File: src/rtl/vx_warp_ibuffer.sv
// vx_warp_ibuffer: per-warp instruction FIFOs feeding one registered
// valid/ready output. The output warp is chosen round-robin among warps
// that hold entries, so a stalled warp cannot block the others.
// Optional build macro VX_IBUF_BYPASS_EN: when every FIFO is empty and the
// output register can load, an accepted instruction goes straight into the
// output register instead of through its FIFO.
module vx_warp_ibuffer #(
    parameter  int NUM_WARPS = 4,
    parameter  int DATAW     = 64,
    parameter  int DEPTH     = 2,
    localparam int NW_BITS   = $clog2(NUM_WARPS)
) (
    input  logic                 clk,
    input  logic                 reset,
    input  logic                 in_valid,
    output logic                 in_ready,
    input  logic [NW_BITS-1:0]   in_wid,
    input  logic [DATAW-1:0]     in_data,
    output logic                 out_valid,
    input  logic                 out_ready,
    output logic [NW_BITS-1:0]   out_wid,
    output logic [DATAW-1:0]     out_data,
    output logic [NUM_WARPS-1:0] empty_mask
);

    localparam int PTRW = $clog2(DEPTH);
    localparam int CNTW = PTRW + 1;

    logic [DATAW-1:0]     mem    [NUM_WARPS][DEPTH];
    logic [PTRW-1:0]      wr_ptr [NUM_WARPS];
    logic [PTRW-1:0]      rd_ptr [NUM_WARPS];
    logic [CNTW-1:0]      count  [NUM_WARPS];
    logic [NW_BITS-1:0]   rr;
    logic [NW_BITS-1:0]   pick;
    logic                 found;
    logic                 push_fire;
    logic                 push_en;
    logic                 pop_en;
    logic                 load_en;
    logic                 bypass;
    logic [NUM_WARPS-1:0] push_vec;
    logic [NUM_WARPS-1:0] pop_vec;
    logic [31:0]          in_wid_ext;

    // A full warp stays not-ready even if it is popped this cycle.
    assign in_ready  = (count[in_wid] != CNTW'(DEPTH));
    assign push_fire = in_valid & in_ready;
    assign load_en   = ~out_valid | out_ready;

`ifdef VX_IBUF_BYPASS_EN
    assign bypass = push_fire & (&empty_mask) & load_en;
`else
    assign bypass = 1'b0;
`endif

    // Bypassed instructions never enter a FIFO.
    assign push_en = push_fire & ~bypass;
    assign pop_en  = load_en & found;

    // Per-warp empty flags, excluding the output register.
    always_comb begin
        empty_mask = '0;
        for (int unsigned w = 0; w < NUM_WARPS; w++)
            empty_mask[w] = (count[w] == '0);
    end

    // Round-robin pick: first non-empty warp scanning from rr upward.
    always_comb begin
        found = 1'b0;
        pick  = rr;
        for (int unsigned i = 0; i < NUM_WARPS; i++) begin
            if (!found && count[rr + NW_BITS'(i)] != '0) begin
                found = 1'b1;
                pick  = rr + NW_BITS'(i);
            end
        end
    end

    // Decode push/pop into per-warp strobes.
    always_comb begin
        push_vec = '0;
        pop_vec  = '0;
        for (int unsigned w = 0; w < NUM_WARPS; w++) begin
            push_vec[w] = push_en && (in_wid == NW_BITS'(w));
            pop_vec[w]  = pop_en && (pick == NW_BITS'(w));
        end
    end

    // FIFO pointers and occupancy counts.
    always_ff @(posedge clk or negedge reset) begin
        if (!reset) begin
            for (int unsigned w = 0; w < NUM_WARPS; w++) begin
                wr_ptr[w] <= '0;
                rd_ptr[w] <= '0;
                count[w]  <= '0;
            end
        end else begin
            for (int unsigned w = 0; w < NUM_WARPS; w++) begin
                if (push_vec[w])
                    wr_ptr[w] <= wr_ptr[w] + PTRW'(1);
                if (pop_vec[w])
                    rd_ptr[w] <= rd_ptr[w] + PTRW'(1);
                case ({push_vec[w], pop_vec[w]})
                    2'b10:   count[w] <= count[w] + CNTW'(1);
                    2'b01:   count[w] <= count[w] - CNTW'(1);
                    default: count[w] <= count[w];
                endcase
            end
        end
    end

    // FIFO storage; contents are don't-care while the count is zero.
    always_ff @(posedge clk) begin
        if (push_en)
            mem[in_wid][wr_ptr[in_wid]] <= in_data;
    end

    // Output register and round-robin pointer.
    always_ff @(posedge clk or negedge reset) begin
        if (!reset) begin
            out_valid <= 1'b0;
            out_wid   <= '0;
            out_data  <= '0;
            rr        <= '0;
        end else if (load_en) begin
            if (bypass) begin
                out_valid <= 1'b1;
                out_wid   <= in_wid;
                out_data  <= in_data;
                rr        <= in_wid + NW_BITS'(1);
            end else if (found) begin
                out_valid <= 1'b1;
                out_wid   <= pick;
                out_data  <= mem[pick][rd_ptr[pick]];
                rr        <= pick + NW_BITS'(1);
            end else begin
                out_valid <= 1'b0;
            end
        end
    end

    assign in_wid_ext = 32'(in_wid);

    a_no_underflow: assert property (@(posedge clk) disable iff (!reset)
        pop_en |-> (count[pick] != '0));
    a_no_overflow: assert property (@(posedge clk) disable iff (!reset)
        push_en |-> (count[in_wid] != CNTW'(DEPTH)));
    a_wid_range: assert property (@(posedge clk) disable iff (!reset)
        in_valid |-> (in_wid_ext < 32'(NUM_WARPS)));

endmodule
File: config.mk
export PLATFORM = sky130hd
export DESIGN_NAME = vx_warp_ibuffer
export DESIGN_NICKNAME = d
export VERILOG_FILES = /design/src/rtl/vx_warp_ibuffer.sv
export SDC_FILE = /design/constraint.sdc
export NUM_CORES = 1
export LEC_CHECK = 0
export ABC_AREA = 1
export CAP_MARGIN = 40
export CELL_PAD_IN_SITES_DETAIL_PLACEMENT = 1
export CELL_PAD_IN_SITES_GLOBAL_PLACEMENT = 1
export CORE_ASPECT_RATIO = 1.2
export CORE_UTILIZATION = 40
export DETAILED_ROUTE_END_ITERATION = 6
export GPL_TIMING_DRIVEN = 1
export PLACE_DENSITY = 0.74
export RECOVER_POWER = 100
export SETUP_SLACK_MARGIN = 0.2
export SYNTH_ARGS = -nofsm -noshare
export SYNTH_HDL_FRONTEND = slang
export SYNTH_SLANG_ARGS = --single-unit
export TNS_END_PERCENT = 5
File: constraint.sdc
create_clock -name clk -period 5.5 [get_ports clk]
set_input_delay 1.1 -clock clk [delete_from_list [all_inputs] [get_ports clk]]
set_output_delay 1.1 -clock clk [all_outputs]
set_load 0.05 [all_outputs]
==> results of run 1 <==
## tightest hold or removal path: stages (launching register included)
cell,delay [ns]
dfrtp_1,0.34
nand2_1,0.05
nand2_1,0.05
## cell usage after synthesis (5+ instances only)
cell type | n | area, sq um
nand2_1 | 882 | 3311
nor2_1 | 16 | 60.06
buf_2 | 77 | 385.4
clkbuf_1 | 10 | 37.54
nand3_1 | 403 | 2017
o21ai_0 | 14 | 70.07
dfrtp_1 | 85 | 2127
buf_6 | 7 | 78.83
inv_1 | 20 | 75.07
xor2_1 | 7 | 61.31
a21oi_1 | 5 | 25.02
buf_4 | 23 | 172.7
edfxtp_1 | 512 | 15370
nand2_2 | 10 | 62.56
## through the flow
stage | setup slack [ns] | setup TNS, ns | util [%] | instances
5_1_grt | 0.6097 | 0 | 47.49 | 3071
6_report | 0.8570 | 0 | 47.49 | 3071
4_1_cts | 1.274 | 0 | 47.77 | 3069
3_5_place_dp | 1.282 | 0 | 44.45 | 2958
2_1_floorplan | -0.2968 | -132.90 | - | 2106
3_3_place_gp | 1.267 | 0 | 44.05 | 2949
## registers in the layout, indices dropped and copies added, names as in the netlist
| register | flops |
|---|---|
| out_data | 64 |
| rr | 2 |
| wr_ptr | 4 |
| count | 8 |
| out_valid | 1 |
| out_wid | 2 |
| mem | 512 |
| rd_ptr | 4 |
## logic make-up after synthesis
family | count (synthesis) | synth area share (%)
AND/OR/NAND/NOR | 1321 | 23.02
flip-flops | 597 | 72.47
buffers and inverters | 142 | 3.191
AO/OA/AOI/OAI | 31 | 0.7149
XOR/XNOR | 11 | 0.3989
adder cells (fa/ha/maj) | 4 | 0.2072
## cells in the final DEF, fill, tap and decap left out, types with 2 or more instances in the layout
cell type        instances
clkbuf_2                 9
nor2_1                   9
nand3_1                403
dlygate4sd3_1          137
o21ai_0                 14
ha_1                     4
clkbuf_16               60
o21ai_1                  4
diode_2                  2
nor2_4                   8
clkinvlp_4               2
a21oi_1                  5
clkdlybuf4s50_1          3
buf_4                    9
dfrtp_1                 85
edfxtp_1               512
nand2_1                885
nand2_8                  2
buf_12                   2
o22ai_1                  4
clkinv_2                 9
clkinv_1                11
clkbuf_1                15
inv_1                   20
xnor2_1                  4
nand2_2                  4
clkinv_4                 3
xor2_1                   7
bufinv_16                7
nand2_4                  5
inv_6                    3
buf_16                   7
inv_2                    2
clkbuf_8                 3
## final cells by class
class,count,area (sq um)
clock inverter,36,387.9
inverter,24,91.34
clock buffer,75,1588
fill,6338,31290
antenna,2,5.005
multi-input combinational,1367,5966
sequential,597,17500
tap,800,1001
timing repair buffer,170,1758
## metal layers
layer	up-vias	wire, um	GRT usage, %
li1	7456	-	-
met1	8375	26070	26.51
met2	441	34540	39.31
met3	128	3107	2.728
met4	6	1949	8.321
met5	-	38	0
## how the worst max path moves through the flow
stage	end	slack [ns]	depth (start not counted)
2_1_floorplan	mem[1][100]	-0.30	8
3_3_place_gp	in_ready	1.27	7
3_5_place_dp	in_ready	1.28	6
4_1_cts	in_ready	1.27	6
5_1_grt	out_data[38]	0.61	17
6_report	mem[3][118]	0.86	10
==> results.toml, run 1 <==
[outcome]
violations = "capacitance limit, slew limit"
status = "complete, but fails checks"

[detailed_routing]
drt-vias-per-instance = 5.342
wl_per_cell_um = 21.40
ant_nets = 0
totalWireLength_mm = 65.71
drt_iter0_markers = 1110
drt_first_pass_iters = 5
route.vias.total = 16410
drc = 0

[floorplan]
start_util_pct = 40.53
chipWidth_um = 226.3
placementRows = 98
core-area_sq_um = 59590
die-area_sq_um = 61370
io-pin-count = 142
die_y_um = 271.2

[clock_network]
postCtsSetupBuffers = 0
cts-resized-gates = 0
cts.clk_slew.worst_paths_ns = 0.06
tritoncts = "done"
clock-root-buffer = "clkbuf_16"
holdBufCountCts = 0
clkSinkCount = 597
clock_latency_ns = 0.64
h-tree-depth = 2
numCtsBuffers = 59
clockBufferDepth = 3

[critical_path]
regToRegSetupSlack_ns = 0.94
startpoint = "in_wid[0]"
crit_fanout = 44
crit_buf_inv = 4
cp_slowest_cell = "clkbuf_2"
required_ns = 5.72
max_stage_delay_ns = 1.26
reg2reg_to = "out_data[34]"
critPathKind = "input pin to register"
startpoint_type = "input pin"
crit_arrival_ns = 4.86
cp_top_family = "buffers and inverters"
r2r_start = "rr[0]"
ff2ff_path_depth = 17
crit_path_end_kind = "register"
path_cells = "dlygate4sd3_1, inv_1, nor2_1, inv_1, o22ai_1, o2111ai_1, and2_0, nand2_1, nor2_4, clkbuf_2"
cp_common_cell = "inv_1"

[place]
io_buffers = 141
routabilityCongestion = 0.8535
hpwl_mm = 37.10
place_area_sq_um = 26490

[sta]
drv_slew = 462
hold_slack_ns = 0.4754
final.min_clock_period_ns = 4.643
slew_headroom_pct = -53.11
worst_pin_slew_ns = 2.297
clock_skew_ns = 0.02564
min_period_over_period_pct = 84.42
rsz0062_at_grt = "false"
finalHoldViolCount = 0
setup_viol = 0
clock.fmax_ghz = 0.2154

[logic_synthesis]
ys_seq_elements = 597
synth_edf_count = 512
synth_area_per_cell_sq_um = 11.47
seq_area_frac_synth_pct = 72.47
yosys_warnings = 0
synth_area_sq_um = 24150
postSynthCellCount = 2106
yosys.cell_types.count = 33
ys.flop_type = "edfxtp_1"
async_flop_share_pct = 14.24
syn_nets = 2180

[cells_and_area]
syn_to_final_growth_pct = 17.17
nNetsFinal = 2293
fin_area_sq_um = 28300
drive_above_1_share_pct = 6.214

[min_path]
hold_class = "register to register"
min_to = "out_data[42]"
worstHoldStart = "out_data[42]"
hold_depth = 2

[grt]
grt_max_degree = 124
grt_first_pass_wirelength_mm = 102.1
overflow = 0
grt_usage_pct = 21.85
first_global_vias = 17710
antenna_found_initial = 10

[flow_run]
max_cap_violations = 8
Power of run 1 is not shown: default switching activity piles up to over one toggle a cycle in this logic, so the estimate is an artifact.
==> run 2, diff against run 1 <==
clock period = 4.8 ns   (was 5.5 ns; I/O delays follow)
==> run 2 against run 1 <==
- the run still ends with capacitance limit, slew limit left
- worst hold slack got worse by 0.0029 ns
- sequential share of layout area is 0.14 points higher
- routed wire length is 0.11% higher
- clock skew fell by 0.0027 ns
- via count shrank 0.77%
- register-to-register slack lost 0.19 ns
- die area unchanged
==> results.toml, run 2 (synthesis gave the netlist of run 1 again) <==
[floorplan]
placementRows = 98
start_util_pct = 40.53
die-area_sq_um = 61370
core-area_sq_um = 59590
io-pin-count = 142
die_y_um = 271.2
chipWidth_um = 226.3

[clock_network]
h-tree-depth = 2
clock_latency_ns = 0.63
clockBufferDepth = 3
postCtsSetupBuffers = 0
clock-root-buffer = "clkbuf_16"
cts.clk_slew.worst_paths_ns = 0.06
tritoncts = "done"
clkSinkCount = 597
numCtsBuffers = 58
holdBufCountCts = 0
cts-resized-gates = 0

[sta]
setup_viol = 0
clock_skew_ns = 0.02291
clock.fmax_ghz = 0.2320
min_period_over_period_pct = 89.79
hold_slack_ns = 0.4724
slew_headroom_pct = -44.73
drv_slew = 98
final.min_clock_period_ns = 4.310
worst_pin_slew_ns = 2.171
rsz0062_at_grt = "false"
finalHoldViolCount = 0

[critical_path]
cp_slowest_cell = "clkbuf_2"
crit_fanout = 64
path_cells = "dlygate4sd3_1, nor2_1, inv_1, o22ai_1, o2111ai_1, and2_0, nand2_1, nor2_4, clkbuf_2"
crit_buf_inv = 3
crit_arrival_ns = 4.50
crit_path_end_kind = "register"
startpoint = "in_wid[1]"
startpoint_type = "input pin"
required_ns = 4.99
cp_top_family = "buffers and inverters"
r2r_start = "rr[0]"
critPathKind = "input pin to register"
max_stage_delay_ns = 1.51

[detailed_routing]
routed-wl-met3_mm = 2.906
totalWireLength_mm = 65.79
wl_per_cell_um = 21.44
drc = 0
drt_iter0_markers = 1110
drt-vias-per-instance = 5.304
drt_first_pass_iters = 5
routed.top_layer = "met5"
route.vias.total = 16280
ant_nets = 0
wl_met1_mm = 26.70
met2WireLength_mm = 34.29

[cells_and_area]
drive_above_1_share_pct = 6.481
nNetsFinal = 2292
postLayoutCoreUtil_pct = 47.38
fin_area_sq_um = 28230
finalNonFillerCells = 3069
mostFrequentLayoutCells = "nand2_1, edfxtp_1, nand3_1"
largest_reg_flops = 512
final_common_cell = "nand2_1"
syn_to_final_growth_pct = 16.90

[place]
routabilityCongestion = 0.8416
post-place-cells = 2958
io_buffers = 141
hpwl_mm = 37.25
place_area_sq_um = 26430

[outcome]
status = "complete, but fails checks"
violations = "capacitance limit, slew limit"

[grt]
overflow = 0
grt_max_degree = 99
grt_first_pass_wirelength_mm = 101.9
grt_usage_pct = 21.79
antenna_found_initial = 4
first_global_vias = 17800

[min_path]
hold_class = "register to register"
worstHoldStart = "out_data[29]"

[flow_run]
max_cap_violations = 4
run 2: layer usage:
layer  GRT usage (%)  vias to the layer above
li1                -                     7458
met1           26.54                     8314
met2           39.43                      377
met3           2.998                      128
met4           7.112                        2
met5               0                        -
run 2: path summary, 6_finish.rpt:
check | end | slack (ns) | cells past startpoint
min | out_data[29] | 0.47 | 2
max reg2reg | count[5] | 0.75 | 17
max | mem[1][110] | 0.49 | 9
min reg2reg | out_data[29] | 0.47 | 2
max in group asynchronous | out_data[36] | 1.59 | 3
min in group asynchronous | out_data[31] | 0.68 | 1
run 2: tightest hold or removal path, stage by stage, from the launching register on:
cell     delay (ns)
dfrtp_1        0.34
nand2_1        0.05
nand2_1        0.05
run 2: metrics by stage:
stage | TNS [ns] | setup slack, ns
2_1_floorplan | -383.78 | -0.8568
3_3_place_gp | 0 | 0.8503
3_5_place_dp | 0 | 0.8066
4_1_cts | 0 | 0.7867
5_1_grt | 0 | 0.3880
6_report | 0 | 0.4899
run 2: layout make-up:
type                            instances  area (sq um)
Inverter                               24         91.34
Multi-Input combinational cell       1367          5944
Clock inverter                         35         324.1
Tap cell                              800          1001
Fill cell                            6353         31360
Timing Repair Buffer                  170          1764
Clock buffer                           75          1605
Sequential cell                       597         17500
Antenna cell                            1         2.502
Power of run 2 is left out for the same reason.
